### config.mk
export PLATFORM = sky130hd
export DESIGN_NAME = fifo_eth_rd_ctrl
export DESIGN_NICKNAME = d
export VERILOG_FILES = /design/src/rtl/fifo_eth_pkg.sv /design/src/rtl/fifo_eth_rd_q.sv /design/src/rtl/fifo_eth_rd_ctrl.sv
export SDC_FILE = /design/constraint.sdc
export NUM_CORES = 1
export LEC_CHECK = 0
export CAP_MARGIN = 20
export CORE_ASPECT_RATIO = 0.9
export CORE_MARGIN = 1
export CORE_UTILIZATION = 55
export CTS_BUF_LIST = sky130_fd_sc_hd__clkbuf_8
export CTS_CLUSTER_DIAMETER = 200
export DETAILED_ROUTE_END_ITERATION = 7
export HOLD_SLACK_MARGIN = 0.15
export PLACE_DENSITY = 0.79
export SLEW_MARGIN = 20
export SYNTH_ARGS = -nofsm -noshare
export SYNTH_HDL_FRONTEND = slang
export SYNTH_SLANG_ARGS = --single-unit
### constraint.sdc
create_clock -name clk -period 6.55 [get_ports clk]
set_clock_uncertainty 0.05 [all_clocks]
set_input_delay 1.31 -clock clk [delete_from_list [all_inputs] [get_ports clk]]
set_output_delay 1.31 -clock clk [all_outputs]
set_load 0.01 [all_outputs]
### src/rtl/fifo_eth_pkg.sv
// Shared types and defaults for the fifo_eth read-side controller.
package fifo_eth_pkg;

    typedef enum logic [1:0] {
        IDLE   = 2'd0,
        STREAM = 2'd1,
        LAST   = 2'd2
    } rd_state_e;

    localparam int FRAME_WORDS_DEF = 64;
    localparam int TIMEOUT_CYC_DEF = 256;

    // Width needed to count 0..frame_words inclusive.
    function automatic int idx_width(input int frame_words);
        return $clog2(frame_words + 1);
    endfunction

    localparam int IDX_W_DEF = idx_width(FRAME_WORDS_DEF);

endpackage

### src/rtl/fifo_eth_rd_q.sv
// Two-entry holding queue between the FIFO read port and the stream output register.
module fifo_eth_rd_q
    import fifo_eth_pkg::*;
#(
    parameter int DATA_WIDTH = 32
) (
    input  logic                  clk,
    input  logic                  rst_n,
    input  logic                  push,
    input  logic                  pop,
    input  logic [DATA_WIDTH-1:0] data,
    output logic [1:0]            count,
    output logic [DATA_WIDTH-1:0] head
);

    logic [DATA_WIDTH-1:0] ent0;
    logic [DATA_WIDTH-1:0] ent1;

    assign head = ent0;

    always_ff @(posedge clk or negedge rst_n) begin
        if (!rst_n) begin
            count <= 2'd0;
            ent0  <= '0;
            ent1  <= '0;
        end else begin
            case ({push, pop})
                2'b10: begin
                    if (count == 2'd0) ent0 <= data;
                    else               ent1 <= data;
                    count <= count + 2'd1;
                end
                2'b01: begin
                    ent0  <= ent1;
                    count <= count - 2'd1;
                end
                2'b11: begin
                    // simultaneous push/pop keeps occupancy; new word lands behind the survivor
                    if (count == 2'd1) begin
                        ent0 <= data;
                    end else begin
                        ent0 <= ent1;
                        ent1 <= data;
                    end
                end
                default: ;
            endcase
        end
    end

endmodule

### src/rtl/fifo_eth_rd_ctrl.sv
// Read-side sequencer for fifo_eth: drains the FIFO into framed valid/ready words.
//   state  | meaning
//   IDLE   | waiting for enough data (or idle wait expiry) to start a frame
//   STREAM | issuing FIFO reads for the current frame
//   LAST   | reads finished, draining queue until the m_last handshake
module fifo_eth_rd_ctrl
    import fifo_eth_pkg::*;
#(
    parameter int DATA_WIDTH  = 32,
    parameter int FRAME_WORDS = FRAME_WORDS_DEF,
    parameter int TIMEOUT_CYC = TIMEOUT_CYC_DEF,
    parameter int CNT_WIDTH   = 16
) (
    input  logic                  clk,
    input  logic                  rst_n,
    input  logic                  enable,
    output logic                  fifo_rd_en,
    input  logic [DATA_WIDTH-1:0] fifo_rd_data,
    input  logic                  fifo_rd_empty,
    input  logic                  fifo_almost_empty,
    output logic [DATA_WIDTH-1:0] m_data,
    output logic                  m_valid,
    output logic                  m_last,
    input  logic                  m_ready,
    output logic [CNT_WIDTH-1:0]  frame_cnt,
    output logic                  short_frame,
    output logic                  busy
);

    localparam int IDX_W = idx_width(FRAME_WORDS);
    localparam logic [IDX_W-1:0] FRAME_LEN = IDX_W'(FRAME_WORDS);
    localparam logic [IDX_W-1:0] LAST_IDX  = IDX_W'(FRAME_WORDS - 1);
    localparam logic [15:0]      TO_LIM    = 16'(TIMEOUT_CYC);

    rd_state_e             state;
    rd_state_e             state_nxt;
    logic                  in_flight;
    logic [IDX_W-1:0]      rd_cnt;
    logic [IDX_W-1:0]      out_idx;
    logic [15:0]           to_cnt;
    logic [15:0]           idle_cnt;
    logic                  to_flag;
    logic [1:0]            q_count;
    logic [DATA_WIDTH-1:0] q_head;
    logic [1:0]            occ;
    logic                  out_free;
    logic                  to_hit;
    logic                  fired;
    logic                  move;
    logic                  rd_issue;
    logic                  start;
    logic                  frame_done;

    fifo_eth_rd_q #(.DATA_WIDTH(DATA_WIDTH)) u_q (
        .clk   (clk),
        .rst_n (rst_n),
        .push  (in_flight),
        .pop   (move),
        .data  (fifo_rd_data),
        .count (q_count),
        .head  (q_head)
    );

    always_comb begin
        out_free   = !m_valid || m_ready;
        to_hit     = (state == STREAM) && (to_cnt >= TO_LIM);
        fired      = to_flag || to_hit;
        move       = out_free && (q_count != 2'd0) &&
                     ((q_count == 2'd2) || in_flight || (out_idx == LAST_IDX) || fired);
        // occupancy after this cycle's pop, so a read can overlap a head move
        occ        = 2'(in_flight) + q_count - 2'(move);
        rd_issue   = (state == STREAM) && !fifo_rd_empty && !to_hit &&
                     (rd_cnt < FRAME_LEN) && (occ < 2'd2);
        start      = enable && !fifo_rd_empty && (!fifo_almost_empty || (idle_cnt >= TO_LIM));
        frame_done = m_valid && m_ready && m_last;
        fifo_rd_en = rd_issue;
        busy       = (state != IDLE);
    end

    always_comb begin
        state_nxt = state;
        case (state)
            IDLE:    if (start) state_nxt = STREAM;
            STREAM:  if ((rd_issue && (rd_cnt == LAST_IDX)) || to_hit) state_nxt = LAST;
            LAST:    if (frame_done) state_nxt = IDLE;
            default: state_nxt = IDLE;
        endcase
    end

    always_ff @(posedge clk or negedge rst_n) begin
        if (!rst_n) begin
            state       <= IDLE;
            in_flight   <= 1'b0;
            rd_cnt      <= '0;
            out_idx     <= '0;
            to_cnt      <= '0;
            idle_cnt    <= '0;
            to_flag     <= 1'b0;
            m_data      <= '0;
            m_valid     <= 1'b0;
            m_last      <= 1'b0;
            frame_cnt   <= '0;
            short_frame <= 1'b0;
        end else begin
            state     <= state_nxt;
            in_flight <= rd_issue;

            if ((state == IDLE) && !fifo_rd_empty) begin
                if (idle_cnt != 16'hFFFF) idle_cnt <= idle_cnt + 16'd1;
            end else begin
                idle_cnt <= '0;
            end

            if ((state == IDLE) && start) begin
                rd_cnt  <= '0;
                out_idx <= '0;
                to_cnt  <= '0;
                to_flag <= 1'b0;
            end else begin
                if (rd_issue) rd_cnt <= rd_cnt + IDX_W'(1);
                if (move)     out_idx <= out_idx + IDX_W'(1);
                if (rd_issue) begin
                    to_cnt <= '0;
                end else if ((state == STREAM) && (q_count == 2'd1) && !in_flight &&
                             fifo_rd_empty && (to_cnt < TO_LIM)) begin
                    to_cnt <= to_cnt + 16'd1;
                end
                if (to_hit) to_flag <= 1'b1;
            end

            if (move) begin
                m_valid <= 1'b1;
                m_data  <= q_head;
                m_last  <= (out_idx == LAST_IDX) || fired;
            end else if (m_ready) begin
                m_valid <= 1'b0;
                m_last  <= 1'b0;
            end

            short_frame <= (state == LAST) && frame_done && to_flag;
            if ((state == LAST) && frame_done) frame_cnt <= frame_cnt + CNT_WIDTH'(1);
        end
    end

endmodule

==> flow_metrics.env <==
export IMPL_design_area_mm2=0.00896
export IMPL_clock_sinks=167
export IMPL_clockRootBuffer="clkbuf_8"
export IMPL_maxCapViolCount=0
export IMPL_num_antenna_cells=0
export IMPL_rsz0062_at_grt="no"
export IMPL_grt_max_degree=96
export IMPL_final_instance_count_excl_fill=1013
export IMPL_synth_seq_area_share=0.553
export IMPL_yosysWarnings=0
export IMPL_syn_avg_cell_area_um2=10.1
export IMPL_final_period_utilization=0.831
export IMPL_cts_setup_buffers=0
export IMPL_r2r_cells=10
export IMPL_leakagePower_nw=3.93
export IMPL_nFillCells=1020
export IMPL_die_area_mm2=0.0142
export IMPL_gr_total_overflow=0
export IMPL_p_total_mw=3.86
export IMPL_power_density_mw_per_mm2=431
export IMPL_place_inst=982
export IMPL_cp_arrival_ns=4.08
export IMPL_drc=7
export IMPL_drt_total_wl_mm=16.3
export IMPL_dp_hpwl_mm=10.5
export IMPL_setup_tns_ns=0
export IMPL_utilization=0.671
export IMPL_place_congestion=0.877
export IMPL_rows=40
export IMPL_synth_cells=750
export IMPL_grtUsageTotal=0.242
export IMPL_ir_worst_vdd_v=0.000254
export IMPL_synth_ff_type="dfrtp_1"
export IMPL_cp_end_kind="primary output"
export IMPL_async_reset_ff_frac=1.00
export IMPL_violations="DRC"
export IMPL_die_y_um=113
export IMPL_period_needed_ns=5.44
export IMPL_mappedNetlistArea_mm2=0.00755
export IMPL_synth_edf_count=0
export IMPL_syn_nets=799
export IMPL_multi_input_area_mm2=0.00317
export IMPL_drive_gt1_frac=0.108
export IMPL_synthDistinctLibCells=50
export IMPL_synth_seq_cells=167
export IMPL_setup_viol=0
export IMPL_num_io_pins=91
export IMPL_h_tree_depth=4
export IMPL_nets=882
export IMPL_critical_path_class="in -> out"
export IMPL_core_mm2=0.0134
export IMPL_required_ns=5.19
export IMPL_wl_per_cell_um=16.1
export IMPL_drt_vias_per_instance=5.74
export IMPL_drt_iter0_markers=498
export IMPL_drt_antenna_violating_nets=0
export IMPL_cts_hold_buffers=0
export IMPL_fmax_mhz=184
export IMPL_seq_area_mm2=0.00418
export IMPL_port_buffers=90
export IMPL_fp_dieW_um=126
export IMPL_clock_latency_ns=0.45
export IMPL_antenna_found_initial=0
export IMPL_crit_path_start_kind="input pin"
export IMPL_cts_tree="built"
export IMPL_cp_max_fo=7
export IMPL_clk_pin_slew_ns=0.08
export IMPL_grt_pass1_wl_mm=27.4
export IMPL_tightestPinTransition_ns=0.912
export IMPL_slew_headroom=0.392
export IMPL_hold_viol_final=0
export IMPL_drv_slew=0
export IMPL_hold_class="reg -> reg"
export IMPL_grt_pass1_vias=5766
export IMPL_initial_core_util=0.565
export IMPL_outcome="finished with violations"
export IMPL_hold_depth=2
export IMPL_area_growth_pct=18.6
export IMPL_dr_pass1_iters=7
export IMPL_num_vias=5813
export IMPL_dpl_instance_area_mm2=0.00858
export IMPL_cts_max_path_buffers=2
export IMPL_numCtsBuffers=17
export IMPL_ctsResizeCount=0
[cells by family (layout without fill, tap and decap cells)]
kind of cell | after synthesis | count (layout) | share of synthesized area
AND/OR/NAND/NOR | 375 | 375 | 0.229
buffers and inverters | 48 | 143 | 0.0282
adder cells (fa/ha/maj) | 11 | 11 | 0.0182
flip-flops | 167 | 167 | 0.553
AO/OA/AOI/OAI | 70 | 70 | 0.0689
multiplexers | 36 | 36 | 0.0530
XOR/XNOR | 43 | 43 | 0.0499
[routing by layer]
metal | vias up | routed length (um) | GRT usage
met4 | 0 | 193 | 0.0772
met5 | - | 0 | 0
met2 | 164 | 7980 | 0.404
met3 | 15 | 837 | 0.0567
li1 | 2734 | - | -
met1 | 2900 | 7260 | 0.314
[through the flow]
step	hold WS, ns	setup slack (ns)
5_1_grt	0.444	0.919
3_5_place_dp	0.400	1.13
4_1_cts	0.422	1.11
2_1_floorplan	0.389	2.22
6_report	0.421	1.11
3_3_place_gp	0.398	1.19
[synthesized netlist by cell type, types with 2 or more instances]
| master | count | share of area |
|---|---|---|
| clkbuf_1 | 13 | 0.0065 |
| nor4_2 | 2 | 0.0033 |
| or4_1 | 2 | 0.0020 |
| nor2_1 | 114 | 0.057 |
| nor4b_1 | 3 | 0.0035 |
| nor2b_1 | 7 | 0.0058 |
| nand3_1 | 23 | 0.015 |
| a221oi_1 | 31 | 0.036 |
| xor2_1 | 13 | 0.015 |
| xnor2_1 | 30 | 0.035 |
| inv_1 | 12 | 0.0060 |
| or4_4 | 2 | 0.0030 |
| a21oi_1 | 12 | 0.0079 |
| buf_2 | 17 | 0.011 |
| nor3_1 | 47 | 0.031 |
| ha_1 | 11 | 0.018 |
| nand4_1 | 11 | 0.0091 |
| nand2b_1 | 5 | 0.0041 |
| o22ai_1 | 2 | 0.0017 |
| or3_1 | 2 | 0.0017 |
| nand2_1 | 121 | 0.060 |
| buf_1 | 2 | 0.00099 |
| buf_4 | 3 | 0.0030 |
| and3_1 | 12 | 0.0099 |
| o31ai_1 | 2 | 0.0020 |
| dfrtp_1 | 167 | 0.55 |
| nor4_1 | 5 | 0.0041 |
| or2_2 | 5 | 0.0041 |
| mux2_2 | 32 | 0.048 |
| a31oi_1 | 3 | 0.0025 |
| o21ai_0 | 11 | 0.0073 |
| and2_1 | 6 | 0.0050 |
| mux2i_1 | 4 | 0.0053 |
| nor3_2 | 2 | 0.0026 |
[registers in the layout (all words and copies together) (netlist names)]
register,cells
frame_cnt,16
idle_cnt,16
in_flight,1
m_data,32
m_last,1
m_valid,1
out_idx,7
rd_cnt,7
short_frame,1
state,2
to_cnt,16
to_flag,1
u_q.count,2
u_q.ent1,32
u_q.head,32
[layout make-up]
cell class	instances	share of cell area
tap	168	0.0235
sequential	167	0.466
clock buffer	18	0.0276
inverter	13	0.00545
timing repair buffer	99	0.108
clock inverter	13	0.0147
multi-input combinational	535	0.354
[power breakdown]
part	total (mW)	internal, mW	switching (mW)	leakage, nW
combinational	1.49	0.681	0.812	1.66
sequential	1.66	1.42	0.239	2.09
clock	0.716	0.344	0.372	0.188
[critical path, stage by stage]
cell and delay [ns]:
clkdlybuf4s50_1 0.52, nor2b_1 0.09, nor2_1 0.31, o21ai_4 0.10
inv_2 0.08, ha_1 0.16, xor2_1 0.08, xnor2_1 0.42
and3_1 0.41, clkdlybuf4s50_1 0.59
[worst paths after layout]
kind | start | to | slack, ns
worst max-delay path | m_ready | fifo_rd_en | 1.11
worst min-delay path | u_q.head[6] | m_data[6] | 0.42
worst max register to register | to_cnt[15] | to_cnt[4] | 3.31
worst min register to register | u_q.head[6] | m_data[6] | 0.42
max in group asynchronous | rst_n | m_data[21] | 4.13
min in group asynchronous | rst_n | m_data[6] | 0.88
[placed cells by master (no fill, tap or decap), drive strengths merged, types with 2 or more instances in the layout]
cell type	netlist	layout
xor2	13	13
clkinv	0	5
nor4	7	7
bufinv	0	2
clkdlybuf4s50	0	89
or2	6	6
nand3	23	23
a21oi	12	12
nor2b	7	7
nand4	11	11
nor4b	3	3
clkinvlp	0	4
and2	6	6
o22ai	2	2
nand2b	5	5
o31ai	2	2
ha	11	11
xnor2	30	30
or4	4	4
nor2	114	114
or3	2	2
inv	13	15
mux2i	4	4
a31oi	3	3
nand2	121	121
a221oi	31	31
clkbuf	13	18
nor3	50	50
dfrtp	167	167
buf	22	10
mux2	32	32
and3	12	12
o21ai	12	12
No activity file was read; power rests on OpenSTA's default activity.
